==> config.mk <==
export PLATFORM = sky130hd
export DESIGN_NAME = uart_tx_framer
export DESIGN_NICKNAME = d
export VERILOG_FILES = /design/src/rtl/uart_pkg.sv /design/src/rtl/uart_tx_fifo.sv /design/src/rtl/uart_tx_framer.sv
export SDC_FILE = /design/constraint.sdc
export NUM_CORES = 1
export LEC_CHECK = 0
export ABC_CLOCK_PERIOD_IN_PS = 2510
export BUFFER_PORTS_ARGS = -buffer_cell sky130_fd_sc_hd__buf_2
export CAP_MARGIN = 20
export CORE_AREA = 3 3 88 90
export CTS_CLUSTER_DIAMETER = 80
export DETAILED_ROUTE_END_ITERATION = 12
export DIE_AREA = 0 0 91 93
export PLACE_DENSITY = 0.64
export SYNTH_ARGS = -nofsm -noshare
export SYNTH_HDL_FRONTEND = slang
export SYNTH_HIERARCHICAL = 1
export SYNTH_SLANG_ARGS = --single-unit
==> constraint.sdc <==
create_clock -name sysclk -period 2.51 [get_ports sysclk]
set_input_delay 0.251 -clock sysclk [delete_from_list [all_inputs] [get_ports sysclk]]
set_output_delay 0.251 -clock sysclk [all_outputs]
set_load 0.02 [all_outputs]
==> src/rtl/uart_pkg.sv <==
// Shared constants and FSM encoding for the UART transmit framer.
package uart_pkg;

    typedef enum logic [2:0] {
        ST_IDLE     = 3'd0,
        ST_ARM      = 3'd1,
        ST_WAIT_ACK = 3'd2,
        ST_SHIFT    = 3'd3,
        ST_DRAIN    = 3'd4
    } state_t;

    localparam int DATA_BITS       = 8;
    localparam int TICKS_PER_FRAME = DATA_BITS + 1;
    localparam int ARM_RETRY       = 4;

endpackage

==> src/rtl/uart_tx_fifo.sv <==
// Byte queue for the framer: push lands on the next edge, head is visible combinationally.
// A push when full is dropped (flagged on drop) unless a pop happens on the same edge.
module uart_tx_fifo #(
    parameter int DEPTH = 4,
    parameter int WIDTH = 8
) (
    input  logic             sysclk,
    input  logic             reset,
    input  logic             push,
    input  logic [WIDTH-1:0] din,
    input  logic             pop,
    output logic [WIDTH-1:0] dout,
    output logic             full,
    output logic             empty,
    output logic             drop
);

    localparam int AW = $clog2(DEPTH);
    localparam int CW = AW + 1;

    logic [WIDTH-1:0] mem [DEPTH];
    logic [AW-1:0]    wr_ptr;
    logic [AW-1:0]    rd_ptr;
    logic [CW-1:0]    count;
    logic             do_push;
    logic             do_pop;

    assign full    = (count == CW'(DEPTH));
    assign empty   = (count == '0);
    assign do_pop  = pop && !empty;
    assign do_push = push && (!full || do_pop);
    assign drop    = push && !do_push;
    assign dout    = mem[rd_ptr];

    always_ff @(posedge sysclk or posedge reset) begin
        if (reset) begin
            wr_ptr <= '0;
            rd_ptr <= '0;
            count  <= '0;
        end else begin
            if (do_push) wr_ptr <= wr_ptr + AW'(1);
            if (do_pop)  rd_ptr <= rd_ptr + AW'(1);
            case ({do_push, do_pop})
                2'b10:   count <= count + CW'(1);
                2'b01:   count <= count - CW'(1);
                default: count <= count;
            endcase
        end
    end

    // Storage carries no reset; only the pointers define what is valid.
    always_ff @(posedge sysclk) begin
        if (do_push) mem[wr_ptr] <= din;
    end

endmodule

==> src/rtl/uart_tx_framer.sv <==
// 8N1 transmitter: queues bytes, arms the baud generator per byte, shifts LSB first on bud_clk.
// tx falls 2 cycles after a push into an idle framer; pushes into a full queue are dropped and flagged.
module uart_tx_framer #(
    parameter int FIFO_DEPTH = 4,
    parameter int DATA_BITS  = uart_pkg::DATA_BITS
) (
    input  logic       sysclk,
    input  logic       reset,
    input  logic       wr_en,
    input  logic [7:0] wr_data,
    input  logic       bud_clk,
    input  logic       baud_status,
    input  logic       clr_overflow,
    output logic       baud_trigger,
    output logic       baud_enable,
    output logic       tx,
    output logic       tx_busy,
    output logic       tx_done,
    output logic       fifo_full,
    output logic       overflow
);

    import uart_pkg::*;

    state_t               state;
    logic [DATA_BITS-1:0] shift_reg;
    logic [3:0]           bit_cnt;
    logic [1:0]           wait_cnt;
    logic [7:0]           head;
    logic                 empty;
    logic                 drop;
    logic                 pop;

    assign pop = (state == ST_IDLE) && !empty && !baud_status;

    uart_tx_fifo #(
        .DEPTH (FIFO_DEPTH),
        .WIDTH (8)
    ) u_fifo (
        .sysclk (sysclk),
        .reset  (reset),
        .push   (wr_en),
        .din    (wr_data),
        .pop    (pop),
        .dout   (head),
        .full   (fifo_full),
        .empty  (empty),
        .drop   (drop)
    );

    always_ff @(posedge sysclk or posedge reset) begin
        if (reset) begin
            overflow <= 1'b0;
        end else if (drop) begin
            overflow <= 1'b1;
        end else if (clr_overflow) begin
            overflow <= 1'b0;
        end
    end

    // Outputs are registered on the transition into a state, so each state's
    // outputs are valid for the whole cycle it occupies.
    always_ff @(posedge sysclk or posedge reset) begin
        if (reset) begin
            state        <= ST_IDLE;
            tx           <= 1'b1;
            baud_trigger <= 1'b0;
            baud_enable  <= 1'b0;
            tx_busy      <= 1'b0;
            tx_done      <= 1'b0;
            shift_reg    <= '1;
            bit_cnt      <= '0;
            wait_cnt     <= '0;
        end else begin
            baud_trigger <= 1'b0;
            baud_enable  <= 1'b0;
            tx_done      <= 1'b0;
            tx_busy      <= (state != ST_IDLE) || !empty;
            case (state)
                ST_IDLE: begin
                    tx <= 1'b1;
                    if (pop) begin
                        shift_reg    <= head;
                        bit_cnt      <= '0;
                        tx           <= 1'b0;
                        baud_trigger <= 1'b1;
                        baud_enable  <= 1'b1;
                        state        <= ST_ARM;
                    end
                end
                ST_ARM: begin
                    tx       <= 1'b0;
                    wait_cnt <= '0;
                    state    <= ST_WAIT_ACK;
                end
                ST_WAIT_ACK: begin
                    tx <= 1'b0;
                    if (baud_status) begin
                        state <= ST_SHIFT;
                    end else if (wait_cnt == 2'(ARM_RETRY - 1)) begin
                        baud_trigger <= 1'b1;
                        baud_enable  <= 1'b1;
                        state        <= ST_ARM;
                    end else begin
                        wait_cnt <= wait_cnt + 2'd1;
                    end
                end
                ST_SHIFT: begin
                    // A generator abort drops the byte and abandons the frame.
                    if (!baud_status) begin
                        tx    <= 1'b1;
                        state <= ST_IDLE;
                    end else if (bud_clk) begin
                        bit_cnt <= bit_cnt + 4'd1;
                        if (bit_cnt == 4'(TICKS_PER_FRAME - 1)) begin
                            tx    <= 1'b1;
                            state <= ST_DRAIN;
                        end else begin
                            tx        <= shift_reg[0];
                            shift_reg <= {1'b1, shift_reg[DATA_BITS-1:1]};
                        end
                    end
                end
                ST_DRAIN: begin
                    tx <= 1'b1;
                    if (!baud_status) begin
                        tx_done <= 1'b1;
                        state   <= ST_IDLE;
                    end
                end
                default: begin
                    tx    <= 1'b1;
                    state <= ST_IDLE;
                end
            endcase
        end
    end

endmodule

Word-level counts from Yosys, hierarchy flattened --
Memories as Yosys holds them, arrays and structs flattened. Cells that the tools add are included.
Word-level totals: word-level logic and storage cells 97, register bits 29, memories 1, RAM bits 32
Memories:
- u_fifo.mem | depth 4, width 8, rd ports 1, clocked after memory_dff 0, wr ports 1, line uart_tx_fifo.sv:21 | logic [WIDTH-1:0] mem [DEPTH];
Operators by class: equality and inequality tests 19, reductions and logical operators 23, add/subtract/negate cells 6, multiplexer cells 36
Operator list (number):
- $mux 8 | 4
- $mux 3 | 7
- $pmux 8 s2 | 1
- $pmux 3 s5 | 1
- $mux 1 | 13
- $mux 4 | 3
- $ne 2x2->1 const B | 6
- $reduce_and 5->1 | 2
- $ne 3x3->1 const B | 3
- $pmux 4 s2 | 1
- $reduce_bool 2->1 | 4
- $add 2x1->2 const B | 3
- $eq 3x2->1 const B | 2
- $eq 3x3->1 const B | 2
- $logic_not 3->1 | 2
- $pmux 3 s2 | 1
- $logic_and 1x1->1 | 5
- $add 4x1->4 const B | 1
- $eq 2x2->1 const B | 2
- $eq 4x4->1 const B | 1
- $logic_not 1->1 | 4
- $mux 2 | 2
- $pmux 2 s2 | 1
- $reduce_and 4->1 | 1
- other kinds (11) | 12

Logic depth before layout (Yosys ltp) --
word-level depth 10, mapped depth 13

Hierarchy --
Netlist, hierarchy kept.
Modules (own cells, without submodules):
- uart_tx_fifo | area each 1601.5 µm², cells each 82, instances 1
- uart_tx_framer | area each 1217.4 µm², cells each 107, instances 1

Worst setup path after synthesis --
OpenSTA, ideal clock, no wires.
path type register -> register, from register u_fifo.count[0], to register u_fifo.count[2], arrival 2.468 ns, setup slack -0.037 ns, required time 2.431 ns, stages on the path, launching flop included 14, cells stage by stage dfrtp_1 nor3_1 or4_4 buf_6 nor2_8 nor4b_2 nor2b_2 inv_1 ha_1 inv_1 fa_1 xor2_1 nor2_1 xor2_1
On the way: cells in the longest elaborated chain, start to end 9, elaborated cells on any way between the ends 15, those cells by class 2 x add/sub; 3 x eq/ne; 1 x mux; 9 x reduce/logical
Ends and longest elaborated chain:
- start, declared | line uart_tx_fifo.sv:24 | logic [CW-1:0] count;
- start signal, assigned | line uart_tx_fifo.sv:44 | 2'b10: count <= count + CW'(1);
- start signal, assigned | line uart_tx_fifo.sv:45 | 2'b01: count <= count - CW'(1);
- start signal, assigned | line uart_tx_fifo.sv:46 | default: count <= count;
- $logic_not 3->1 * | line uart_tx_fifo.sv:29 | assign empty = (count == '0);
- named net empty | line uart_tx_framer.sv:30 | logic empty;
- $logic_not 1->1 * | line uart_tx_framer.sv:34 | assign pop = (state == ST_IDLE) && !empty && !baud_status;
- $logic_and 1x1->1 * (2 in series) | line uart_tx_framer.sv:34
- named net pop | line uart_tx_framer.sv:32 | logic pop;
- $logic_and 1x1->1 * | line uart_tx_fifo.sv:30 | assign do_pop = pop && !empty;
- $logic_or 1x1->1 | line uart_tx_fifo.sv:31 | assign do_push = push && (!full || do_pop);
- $logic_and 1x1->1 | line uart_tx_fifo.sv:31
- $eq 2x1->1 or $eq 2x2->1 (tied branches) | line uart_tx_fifo.sv:43 | case ({do_push, do_pop})
- $pmux 3 s2 or $reduce_bool 2->1 (tied branches)
Mark *: on every way through the listed nets, which the timed path passes. The rest lies on a longest branch. A chain may end at the register's enable or synchronous reset.

Final worst setup path --
from register state[0], to register u_fifo.count[2]
On the way: cells in the longest elaborated chain, start to end 8, elaborated cells on any way between the ends 10, those cells by class 2 x eq/ne; 1 x mux; 7 x reduce/logical
Ends and longest elaborated chain:
- start, declared | line uart_tx_framer.sv:25 | state_t state;
- start signal, assigned | line uart_tx_framer.sv:65 | state <= ST_IDLE;
- start signal, assigned | line uart_tx_framer.sv:88 | state <= ST_ARM;
- start signal, assigned | line uart_tx_framer.sv:94 | state <= ST_WAIT_ACK;
- $logic_not 3->1 * | line uart_tx_framer.sv:34
- $logic_and 1x1->1 * (2 in series) | line uart_tx_framer.sv:34
- named net pop | line uart_tx_framer.sv:32
- $logic_and 1x1->1 * | line uart_tx_fifo.sv:30
- named net u_fifo.do_pop | line uart_tx_fifo.sv:26 | logic do_pop;
- $logic_or 1x1->1 | line uart_tx_fifo.sv:31
- $logic_and 1x1->1 | line uart_tx_fifo.sv:31
- $eq 2x1->1 or $eq 2x2->1 (tied branches) | line uart_tx_fifo.sv:43
- $pmux 3 s2 or $reduce_bool 2->1 (tied branches)
Marks and branches as above.

==> results.py <==
metrics = {
    "sta": {
        "finalSetupTns_ns": 0,
        "setup-violations-final": 0,
        "slew_headroom_pct": 43.1,
        "fin_crit_sh_pct": 95.1,
        "max_clock_freq_mhz": 419,
        "hold_violations": 0,
        "rsz0062_at_grt": "no",
        "drv_slew": 0,
        "worst_pin_slew_ns": 0.853,
        "timing.final.ws_setup_ns": 0.123,
        "fin_crit_ns": 2.39,
        "finalClockSkew_ns": 0.00616,
    },
    "routing": {
        "route.antenna.remaining_nets": 0,
        "routed_wl_mm": 4.62,
        "vias": 1576,
        "viasPerCell": 4.82,
        "avgRoutedWirePerCell_um": 14.1,
        "dr.pass1.iters": 4,
        "post-route-drc-count": 0,
        "drtIter0Drc": 57,
    },
    "worst_setup_path": {
        "cp.required_ns": 2.77,
        "crit_chain": "or4_4 > nor2_8 > o31a_4 > ha_2 > inv_1 > fa_1 > xor2_1 > nor2_1 > xor2_1",
        "timing.critical_path.mode_cell": "xor2_1",
        "slowest_stage": "or4_4",
        "cpPeakStageDelay_ns": 0.58,
        "crit_arrival_ns": 2.64,
        "start_kind": "register",
        "rr_worst_depth": 9,
        "crit_fanout": 3,
        "setup.worst_path.end_class": "register",
        "crit_type": "reg -> reg",
    },
    "cells_and_area": {
        "drive_gt1_share_pct": 42.1,
        "fin_nets": 246,
        "largest_reg_flops": 32,
        "area_growth_pct": 17.5,
        "diodes": 0,
        "nFillCells": 664,
    },
    "die": {
        "die_h_um": 93,
        "die_area_um2": 8460,
        "die_w_um": 91,
        "rows": 31,
        "core_area_um2": 7140,
        "boundaryPins": 21,
        "start_util_pct": 39.5,
    },
    "yosys": {
        "synthFlopType": "edfxtp_1",
        "yosysSeqAreaShare_pct": 60.2,
        "synth_adder_area_share_pct": 4.26,
        "synth_cells": 189,
        "synth_xor_xnor_area_share_pct": 2.49,
        "synth_compound_area_share_pct": 5.64,
        "syn_area_per_cell_um2": 14.9,
        "synth.distinct_cells": 46,
        "async_flop_share_pct": 47.5,
        "yosys.area_share.simple_pct": 8.61,
        "ys_ff_latch": 61,
        "synth_nets": 212,
        "yosysWarnings": 6,
        "synth_top_family_by_area": "multiplexers",
        "synth_area_um2": 2820,
        "synth_edf_count": 32,
        "synthMuxAreaShare_pct": 13.8,
    },
    "cts": {
        "clock-sinks": 61,
        "root_buffer": "clkbuf_8",
        "clkLatencyLatePin_ns": 0.34,
        "ctsHtreeMaxLevel": 3,
        "clkTransAtPathRegs_ns": 0.07,
        "cts_buffers": 9,
        "cts_tree": "done",
        "clock_path_buffers": 2,
    },
    "grt": {
        "grt_remaining_overflow": 0,
        "antenna_found_initial": 0,
        "grt_pass1_wl_mm": 8.04,
        "grt_pass1_vias": 1687,
        "grtUsageTotal_pct": 12.4,
        "grt_max_degree": 23,
    },
    "place": {
        "place_congestion": 0.825,
        "hpwlAfterDp_mm": 3.17,
        "dpl_worst_slack_ns": 0.102,
        "io_buffers": 20,
    },
    "pwr": {
        "powerDensity_nw_per_um2": 1200,
        "p_leak_nw": 1.34,
        "ir_worst_vdd_uv": 428,
    },
    "worst_hold_path": {
        "min_path_type": "in -> reg",
        "min_path_cells": 1,
    },
    "run_status": {
        "status": "completed",
    },
    "flow_run": {
        "cap_violations": 0,
    },
}
## critical path: cells and delay by family, from the launching register on
kind / cells / cell delay, ns
AO/OA/AOI/OAI: 1 / 0.16
adder cells (fa/ha/maj): 2 / 0.55
flip-flops: 1 / 0.38
buffers and inverters: 1 / 0.06
XOR/XNOR: 2 / 0.31
AND/OR/NAND/NOR: 3 / 0.85
## per-layer routing
layer	track usage (%)	wire (µm)	vias to the layer above	part of all wire, %
met5	0	0	-	0
met4	6.66	104	0	2.3
met3	4.10	169	9	3.7
met2	20.0	2310	29	50
met1	14.8	2040	789	44
li1	-	-	749	-
## worst paths after layout
kind | startpoint | to | slack, ns
max | state[0] | u_fifo/count[2] | 0.12
min | wr_data[4] | u_fifo/mem[2][4] | 0.13
max reg2reg | state[0] | u_fifo/count[2] | 0.12
min reg2reg | overflow | overflow | 0.49
max in group asynchronous | reset | baud_enable | 1.35
min in group asynchronous | reset | u_fifo/count[2] | 0.39
## cells in the final DEF, fill, tap and decap left out, types with 2 or more instances in the layout
| cell | synthesis | final |
|---|---|---|
| dfrtp_1 | 20 | 20 |
| edfxtp_1 | 32 | 32 |
| inv_1 | 17 | 17 |
| nor2_2 | 2 | 2 |
| mux4_2 | 8 | 8 |
| clkbuf_8 | 0 | 9 |
| o21ai_0 | 3 | 3 |
| clkinv_4 | 0 | 2 |
| nor3_1 | 3 | 2 |
| xnor2_1 | 5 | 5 |
| ha_1 | 8 | 7 |
| buf_4 | 1 | 12 |
| and3_1 | 2 | 2 |
| and2_2 | 5 | 5 |
| a211oi_1 | 3 | 3 |
| nand3_1 | 3 | 3 |
| mux2_4 | 8 | 8 |
| o22ai_1 | 3 | 3 |
| a32oi_1 | 2 | 2 |
| mux2_2 | 7 | 7 |
| dfstp_2 | 9 | 9 |
| bufinv_16 | 0 | 2 |
| nor2_1 | 9 | 9 |
| xor2_1 | 3 | 3 |
| buf_2 | 3 | 20 |
| a21oi_1 | 6 | 6 |
| nand2_1 | 3 | 3 |
## cells by family (layout without fill, tap and decap cells)
kind of cell    after synthesis  after routing
simple gates                 38             38
buf+inv                      27             66
flops                        61             61
fa+ha+maj                     9              9
xor+xnor                      8              8
mux                          24             24
compound gates               22             22
## repair_timing
item                       4_1_cts  5_1_grt
buffers inserted                 0        1
setup endpoints to repair        0        1
gates resized for setup          0        3
hold endpoints to repair         7        0
hold buffers                     1        0
## through the flow
step | cell area [µm²] | power, mW | cells | util (%) | hold slack [ns]
final | 3310 | 3.97 | 327 | 46.4 | 0.128
after global routing | 3310 | 4.23 | 327 | 46.4 | 0.112
after CTS | 3290 | 3.98 | 326 | 46.1 | 0.110
after detailed placement | 3050 | 2.99 | 309 | 42.8 | 0.211
after global placement | 3050 | 2.97 | 309 | 42.8 | 0.213
after floorplan | 2820 | 2.68 | 189 | - | 0.0544
## layout make-up
cell class	count	area [µm²]	area share (%)
clock buffer	9	124	3.74
multi-input combinational	101	1000	30.3
clock inverter	7	98.8	2.98
sequential	61	1700	51.2
inverter	17	63.8	1.93
timing repair buffer	33	200	6.04
tap	99	124	3.74
## synth_stat cells (5+ instances only)
master / n / area share (%)
xnor2_1: 5 / 1.6
dfrtp_1: 20 / 18
mux2_2: 7 / 2.8
edfxtp_1: 32 / 34
inv_1: 17 / 2.3
nor2_1: 9 / 1.2
mux4_2: 8 / 6.4
and2_2: 5 / 1.3
mux2_4: 8 / 4.3
a21oi_1: 6 / 1.1
dfstp_2: 9 / 8.4
ha_1: 8 / 3.6
## where the power goes
group | total, mW | switching [mW] | internal [mW]
clock | 0.977 | 0.414 | 0.563
sequential | 1.62 | 0.200 | 1.42
combinational | 1.37 | 0.620 | 0.748
Note: power is estimated with default switching activity, not from simulation.
